## src/rtl/hbridge_cmd_gen.sv

```systemverilog
`default_nettype none
// ============================================================================
// Module : hbridge_cmd_gen
// Brief  : PWM enable / direction command generator for an H-bridge stage,
//          inserting a forced-off hold-off before every direction reversal.
// Rev    : 1.0  initial release
// ============================================================================
module hbridge_cmd_gen #(
    parameter int W       = 8,
    parameter int HOLDOFF = 12
) (
    input  logic         sys_clk,
    input  logic         sys_rst_n,
    input  logic         cfg_valid,
    output logic         cfg_ready,
    input  logic [W-1:0] cfg_period,
    input  logic [W-1:0] cfg_duty,
    input  logic         cfg_dir,
    output logic         en,
    output logic         d,
    output logic         period_tick,
    output logic         busy
);

    localparam int c_HW = (HOLDOFF > 1) ? $clog2(HOLDOFF) : 1;
    localparam logic [c_HW-1:0] c_HLAST = c_HW'(HOLDOFF - 1);

    typedef enum logic [1:0] {
        S_IDLE = 2'd0,
        S_HOLD = 2'd1,
        S_RUN  = 2'd2
    } state_t;

    state_t          state_q, state_d;
    logic [W-1:0]    cnt_q, cnt_d;
    logic [c_HW-1:0] hcnt_q, hcnt_d;
    logic [W-1:0]    per_q, per_d;
    logic [W-1:0]    duty_q, duty_d;
    logic            dir_q, dir_d;

    logic            pend_q, pend_d;
    logic [W-1:0]    pend_per_q, pend_per_d;
    logic [W-1:0]    pend_duty_q, pend_duty_d;
    logic            pend_dir_q, pend_dir_d;

    logic            en_q, en_d;
    logic            d_q, d_d;
    logic            tick_q, tick_d;
    logic            busy_q, busy_d;

    logic            w_period_end;
    logic            w_drain;
    logic            w_load;

    assign w_period_end = (state_q == S_RUN) && (cnt_q == (per_q - W'(1)));

    // State / counter / active-setpoint next-state logic
    always_comb begin
        state_d = state_q;
        cnt_d   = cnt_q;
        hcnt_d  = hcnt_q;
        per_d   = per_q;
        duty_d  = duty_q;
        dir_d   = dir_q;
        w_drain = 1'b0;
        w_load  = 1'b0;

        case (state_q)
            S_IDLE: begin
                if (pend_q) begin
                    w_drain = 1'b1;
                    w_load  = (pend_per_q != '0);
                end
            end
            S_HOLD: begin
                if (hcnt_q == c_HLAST) begin
                    state_d = S_RUN;
                    cnt_d   = '0;
                end else begin
                    hcnt_d = hcnt_q + c_HW'(1);
                end
            end
            S_RUN: begin
                if (w_period_end) begin
                    cnt_d = '0;
                    if (pend_q) begin
                        w_drain = 1'b1;
                        // A stop request wins over any direction change.
                        if (pend_per_q == '0) begin
                            state_d = S_IDLE;
                        end else begin
                            w_load = 1'b1;
                        end
                    end
                end else begin
                    cnt_d = cnt_q + W'(1);
                end
            end
            default: begin
                state_d = S_IDLE;
            end
        endcase

        if (w_load) begin
            per_d   = pend_per_q;
            duty_d  = pend_duty_q;
            dir_d   = pend_dir_q;
            cnt_d   = '0;
            hcnt_d  = '0;
            state_d = (pend_dir_q == d_q) ? S_RUN : S_HOLD;
        end
    end

    // One-entry setpoint buffer; a handshake can only land while it is empty
    always_comb begin
        pend_d      = pend_q;
        pend_per_d  = pend_per_q;
        pend_duty_d = pend_duty_q;
        pend_dir_d  = pend_dir_q;
        if (w_drain) begin
            pend_d = 1'b0;
        end
        if (cfg_valid && !pend_q) begin
            pend_d      = 1'b1;
            pend_per_d  = cfg_period;
            pend_duty_d = cfg_duty;
            pend_dir_d  = cfg_dir;
        end
    end

    // Outputs are registered images of the current state, so all of them
    // share the same one-cycle alignment relative to the internal counters.
    always_comb begin
        en_d   = (state_q == S_RUN) && (cnt_q < duty_q);
        tick_d = w_period_end;
        busy_d = (state_q != S_IDLE);
        d_d    = ((state_q == S_HOLD) && (hcnt_q == c_HLAST)) ? dir_q : d_q;
    end

    always_ff @(posedge sys_clk or negedge sys_rst_n) begin
        if (!sys_rst_n) begin
            state_q     <= S_IDLE;
            cnt_q       <= '0;
            hcnt_q      <= '0;
            per_q       <= '0;
            duty_q      <= '0;
            dir_q       <= 1'b0;
            pend_q      <= 1'b0;
            pend_per_q  <= '0;
            pend_duty_q <= '0;
            pend_dir_q  <= 1'b0;
            en_q        <= 1'b0;
            d_q         <= 1'b0;
            tick_q      <= 1'b0;
            busy_q      <= 1'b0;
        end else begin
            state_q     <= state_d;
            cnt_q       <= cnt_d;
            hcnt_q      <= hcnt_d;
            per_q       <= per_d;
            duty_q      <= duty_d;
            dir_q       <= dir_d;
            pend_q      <= pend_d;
            pend_per_q  <= pend_per_d;
            pend_duty_q <= pend_duty_d;
            pend_dir_q  <= pend_dir_d;
            en_q        <= en_d;
            d_q         <= d_d;
            tick_q      <= tick_d;
            busy_q      <= busy_d;
        end
    end

    assign cfg_ready   = !pend_q;
    assign en          = en_q;
    assign d           = d_q;
    assign period_tick = tick_q;
    assign busy        = busy_q;

endmodule
`default_nettype wire

```

## config.mk

```make
export PLATFORM = sky130hd
export DESIGN_NAME = hbridge_cmd_gen
export DESIGN_NICKNAME = d
export VERILOG_FILES = /design/src/rtl/hbridge_cmd_gen.sv
export SDC_FILE = /design/constraint.sdc
export NUM_CORES = 1
export LEC_CHECK = 0
export BUFFER_PORTS_ARGS = -buffer_cell sky130_fd_sc_hd__buf_2
export CAP_MARGIN = 20
export CELL_PAD_IN_SITES_DETAIL_PLACEMENT = 1
export CELL_PAD_IN_SITES_GLOBAL_PLACEMENT = 1
export CORE_MARGIN = 4
export CORE_UTILIZATION = 35
export CTS_CLUSTER_DIAMETER = 80
export DETAILED_ROUTE_END_ITERATION = 7
export GPL_TIMING_DRIVEN = 0
export PLACE_DENSITY_LB_ADDON = 0.15
export SLEW_MARGIN = 20
export SYNTH_ARGS = -nofsm -noshare
export SYNTH_HDL_FRONTEND = slang
export SYNTH_SLANG_ARGS = --single-unit
```

## constraint.sdc

```tcl
create_clock -name sys_clk -period 3 [get_ports sys_clk]
set_input_delay 0.3 -clock sys_clk [delete_from_list [all_inputs] [get_ports sys_clk]]
set_output_delay 0.3 -clock sys_clk [all_outputs]
set_load 0.02 [all_outputs]
```

# == Yosys cells after proc, flatten, opt, wreduce, memory -nomap -nowiden ==
# Cells that the tools add are included.
# totals
latchBits,0
rom_bits,0
inputBits,20
ff_bits,53
n_memories,0
ram_bits,0
elab_cells,68
# op_classes
order_cmp,1
n_reduce_logical,15
eq_ne,11
bitwise,0
n_shift,0
div_mod_pow,0
n_addsub,3
muxes,24
n_mul,0
# ops
cell,count
two-way mux 8 bit,3
one-hot mux 8 bit (2 select lines),1
two-way mux 2 bit,6
two-way mux 4 bit,3
"adder 8 x 1 -> 8 bit, second input constant",1
equality test 8 bit,1
zero test 8 bit,1
< comparator 8 bit,1
two-way mux 1 bit,8
nonzero test 8 bit,1
"subtractor 8 x 1 -> 8 bit, second input constant",1
"inequality test 3 x 2 -> 1 bit, second input constant",2
"inequality test 3 bit, second input constant",2
one-hot mux 2 bit (3 select lines),1
nonzero test 2 bit,3
AND reduction 5 bit,1
"adder 4 x 1 -> 4 bit, second input constant",1
"equality test 4 bit, second input constant",1
logical AND 1 bit,4
"inequality test 2 bit, second input constant",2
one-hot mux 1 bit (2 select lines),2
AND reduction 2 bit,2
nonzero test 3 bit,1
"equality test 2 x 1 -> 1 bit, second input constant",1
4 further kinds,4

# == Depth between registers and ports, before layout ==
# depth
word_depth,7
mapped_depth,9
mapped_depth_nobuf,8

# == Worst setup path after synthesis ==
# OpenSTA, ideal clock, no wires.
# synth_timing
kind,reg2reg
from,reg per_q[0]
to,reg duty_q[1]
setup_time_ps,128
required_ps,2872
n_path_buf,1
period_less_slack_ps,2535
arrival_ps,2407
path_stages_with_launch,8
setup_slack_ps,465
cell_sequence,dfrtp_1 -> or4_1 -> a2111oi_2 -> nor2_1 -> a2111o_1 -> a21oi_2 -> buf_4 -> mux2_1
# synth_between
elab_chain_cells,5
# synth_rtl
element,line,source
"start, declared",37,"logic [W-1:0] per_q, per_d;"
"start signal, assigned",160,per_q <= per_d;
subtractor 8 x 1 -> 8 bit,55,assign w_period_end = (state_q == S_RUN) && (cnt_q == (per_q - W'(1)));
equality test 8 bit,55,
logical AND 1 bit,55,
two-way mux 1 bit,84,if (w_period_end) begin
one-hot mux 1 bit (2 select lines),68,case (state_q)
"end signal, assigned",161,duty_q <= duty_d;
"end, declared",38,"logic [W-1:0] duty_q, duty_d;"
# Every way passes these cells.
# A chain may end at the register's enable or synchronous reset.

# == Final worst setup path ==
# layout_timing
from,reg per_q[0]
to,reg duty_q[3]
# The elaborated chain is that of the path after synthesis.

==> flow_metrics.env <==
export IMPL_report_power_total_mw=2.825
export IMPL_yosysSeqAreaShare_pct=51.11
export IMPL_port_buffers=24
export IMPL_synth_warnings=0
export IMPL_pre_cts_setup_slack_ns=0.1969
export IMPL_cap_violations=0
export IMPL_syn_nets=250
export IMPL_route_detailed_drc=0
export IMPL_outcome="finished, final reports clean"
export IMPL_cpPeakStageDelay_ns=0.56
export IMPL_cp_data_arrival_time_ns=2.99
export IMPL_synth_edff_count=0
export IMPL_finalSetupViolations=0
export IMPL_crit_required_ns=3.18
export IMPL_layout_min_cycle_time_ns=2.809
export IMPL_drt_pass1_iter_count=4
export IMPL_grt_use_total_pct=13.46
export IMPL_worst_pin_slew_ns=0.6904
export IMPL_dp_hpwl_mm=3.931
export IMPL_vdd_ir_drop_max_mv=0.3637
export IMPL_clock_root_buffer="sky130_fd_sc_hd__clkbuf_8"
export IMPL_finalInstanceArea_mm2=0.002924
export IMPL_num_io_pins=25
export IMPL_cellLeakagePower_nw=1.343
export IMPL_crit_path_cell_trace="or4_1, a2111oi_2, nor2_1, a2111o_1, a21oi_2, buf_4, mux2_1"
export IMPL_worst_setup_path_end_kind="flop"
export IMPL_grt_start_max_net_pins=54
export IMPL_floorplan_die_area_mm2=0.008856
export IMPL_reg2reg_setup_slack_ns=0.19
export IMPL_hold_violations=0
export IMPL_r2r_end="duty_q[3]"
export IMPL_post_route_period_util_pct=93.62
export IMPL_critical_path_reg2reg_startpoint="per_q[0]"
export IMPL_utilization_pct=40.53
export IMPL_gp_routability_congestion=0.7068
export IMPL_yosys_register_bits=53
export IMPL_setup_worst_path_start_class="flop"
export IMPL_wire_per_inst_um=15.07
export IMPL_core_mm2=0.007214
export IMPL_clock_sinks=53
export IMPL_hold_buffers=0
export IMPL_post_synth_inst_count=220
export IMPL_wire_length_of_the_first_global_routing_pass_mm=9.301
export IMPL_maximum_clock_skew_at_final_layout_ns=0.01037
export IMPL_min_delay_path_class="in -> async"
export IMPL_ys_top_cells_by_count="sky130_fd_sc_hd__dfrtp_1, sky130_fd_sc_hd__mux2_2, sky130_fd_sc_hd__mux2_1, sky130_fd_sc_hd__nand2_1, sky130_fd_sc_hd__inv_1"
export IMPL_fin_nets=281
export IMPL_ant_nets=0
export IMPL_initial_utilization_pct=35.97
export IMPL_instances_no_fill=351
export IMPL_synth_lib_cells_used_distinct=41
export IMPL_row_count=31
export IMPL_synth_largest_area_cell="sky130_fd_sc_hd__dfrtp_1"
export IMPL_clk_pin_slew_ns=0.10
export IMPL_hold_worst_slack_ns=0.01104
export IMPL_total_vias_in_the_final_route=1730
export IMPL_rsz0062_at_grt="false"
export IMPL_overflow=0
export IMPL_placement_cell_area_mm2=0.002841
export IMPL_clk_insertion_delay_late_ns=0.30
export IMPL_postRouteWirelength_mm=5.290
export IMPL_totalNegativeSetupSlack_ns=0
export IMPL_filler_cell_count=808
export IMPL_synth_area_per_cell_um2=11.80
export IMPL_first_global_vias=1882
export IMPL_clk_path_buf_depth=2
export IMPL_syn_cell_area_mm2=0.002595
export IMPL_drt_iter0_drc=20
export IMPL_clock_tree_from_tritoncts="built"
export IMPL_cts_made_buffers=5
export IMPL_ctsHtreeMaxLevel=2
export IMPL_postCtsResizedCells=0
export IMPL_die_h_um=94.11
export IMPL_antenna_found_initial=0
export IMPL_post_route_cells_drive_above_1_share_pct=24.60
export IMPL_die_outline_width_um=94.11
export IMPL_worst_path_max_fanout=10
export IMPL_insertedDiodeCount=0
export IMPL_max_slew_margin_pct=53.97
export IMPL_slew_violations=0
export IMPL_async_reset_ff_share_pct=100.0
export IMPL_area_growth_synth_to_final_pct=12.68
export IMPL_cts_setup_buffers=0
export IMPL_power_density_relative_to_cell_area_mw_per_mm2=966.2
export IMPL_setup_ws_ns=0.1915
export IMPL_critical_setup_path_class="reg -> reg"
export IMPL_postSynth_topFlopCell="sky130_fd_sc_hd__dfrtp_1"
export IMPL_slowest_stage="sky130_fd_sc_hd__or4_1"
export IMPL_worst_r2r_path_depth=7
export IMPL_max_freq_mhz=356.1
export IMPL_yosys_area_top_type_share_pct=51.11
export IMPL_synth_most_common_cell="sky130_fd_sc_hd__dfrtp_1"
export IMPL_yosys_top_cells_area="sky130_fd_sc_hd__dfrtp_1, sky130_fd_sc_hd__mux2_2, sky130_fd_sc_hd__mux2_1"
export IMPL_vias_per_cell=4.929
export IMPL_post_place_cells=343
[report_power, final]
group / leakage (nW) / switching (mW) / total (mW) / internal, mW
clock: 0.0450 / 0.229 / 0.392 / 0.162
sequential: 0.645 / 0.283 / 1.30 / 1.02
combinational: 0.653 / 0.532 / 1.13 / 0.599
total: 1.34 / 1.04 / 2.83 / 1.78
[how the worst max path moves through the flow]
stage | startpoint | endpoint | slack (ns) | cells past startpoint
2_1_floorplan | per_q[0] | duty_q[1] | 0.47 | 7
3_3_place_gp | per_q[0] | per_q[1] | 0.18 | 7
3_5_place_dp | per_q[0] | duty_q[2] | 0.20 | 7
4_1_cts | per_q[0] | duty_q[3] | 0.16 | 7
5_1_grt | per_q[0] | duty_q[3] | 0.03 | 7
6_report | per_q[0] | duty_q[3] | 0.19 | 7
[registers in the layout (all words and copies together) (netlist names)]
name	cells
duty_q	8
per_q	8
pend_q	1
pend_per_q	8
en	1
cnt_q	8
period_tick	1
busy	1
state_q	2
dir_q	1
pend_dir_q	1
hcnt_q	4
d	1
pend_duty_q	8
[routing by layer]
| layer | vias to the layer above | GRT usage (%) | part of all wire [%] |
|---|---|---|---|
| li1 | 840 | - | - |
| met1 | 870 | 17.42 | 47 |
| met2 | 16 | 22.65 | 49 |
| met3 | 4 | 2.724 | 2.6 |
| met4 | 0 | 3.971 | 1.3 |
| met5 | - | 0 | 0 |
[cell usage in the layout (no fill, tap or decap), types with 5 or more instances in the layout]
cell                       count
sky130_fd_sc_hd__nand2_1      13
sky130_fd_sc_hd__mux2_2       20
sky130_fd_sc_hd__mux2_1       15
sky130_fd_sc_hd__nor2_1       10
sky130_fd_sc_hd__o21ai_0       8
sky130_fd_sc_hd__buf_2        24
sky130_fd_sc_hd__inv_1        12
sky130_fd_sc_hd__clkbuf_8      5
sky130_fd_sc_hd__xnor2_1      10
sky130_fd_sc_hd__dfrtp_1      53
sky130_fd_sc_hd__ha_1         10
[final cells by class]
| cell class | instances | area (um2) | share of cell area [%] |
|---|---|---|---|
| clock buffers | 6 | 72.57 | 2.482 |
| plain buffers | 6 | 31.28 | 1.070 |
| well taps | 99 | 123.9 | 4.236 |
| flip-flops and latches | 53 | 1326 | 45.36 |
| clock inverters | 2 | 10.01 | 0.3423 |
| multi-input cells | 149 | 1192 | 40.78 |
| repair buffers | 24 | 122.6 | 4.193 |
| inverters | 12 | 45.04 | 1.540 |
[worst max-delay path, delay by kind of cell, from the launching register on]
kind / cells / cell delay [ns]
multiplexers: 1 / 0.34
AO/OA/AOI/OAI: 3 / 1.02
flip-flops: 1 / 0.46
AND/OR/NAND/NOR: 2 / 0.63
buffers and inverters: 1 / 0.24
[logic make-up (layout without fill, tap and decap cells)]
family                   Yosys count  count (layout)  share of synthesized area (%)
XOR/XNOR                          14              14                          4.725
buffers and inverters             18              50                          2.941
AO/OA/AOI/OAI                     33              33                          9.595
AND/OR/NAND/NOR                   56              56                          11.23
adder cells (fa/ha/maj)           10              10                          4.822
flip-flops                        53              53                          51.11
multiplexers                      36              36                          15.57
(Power assumes the default switching activity.)
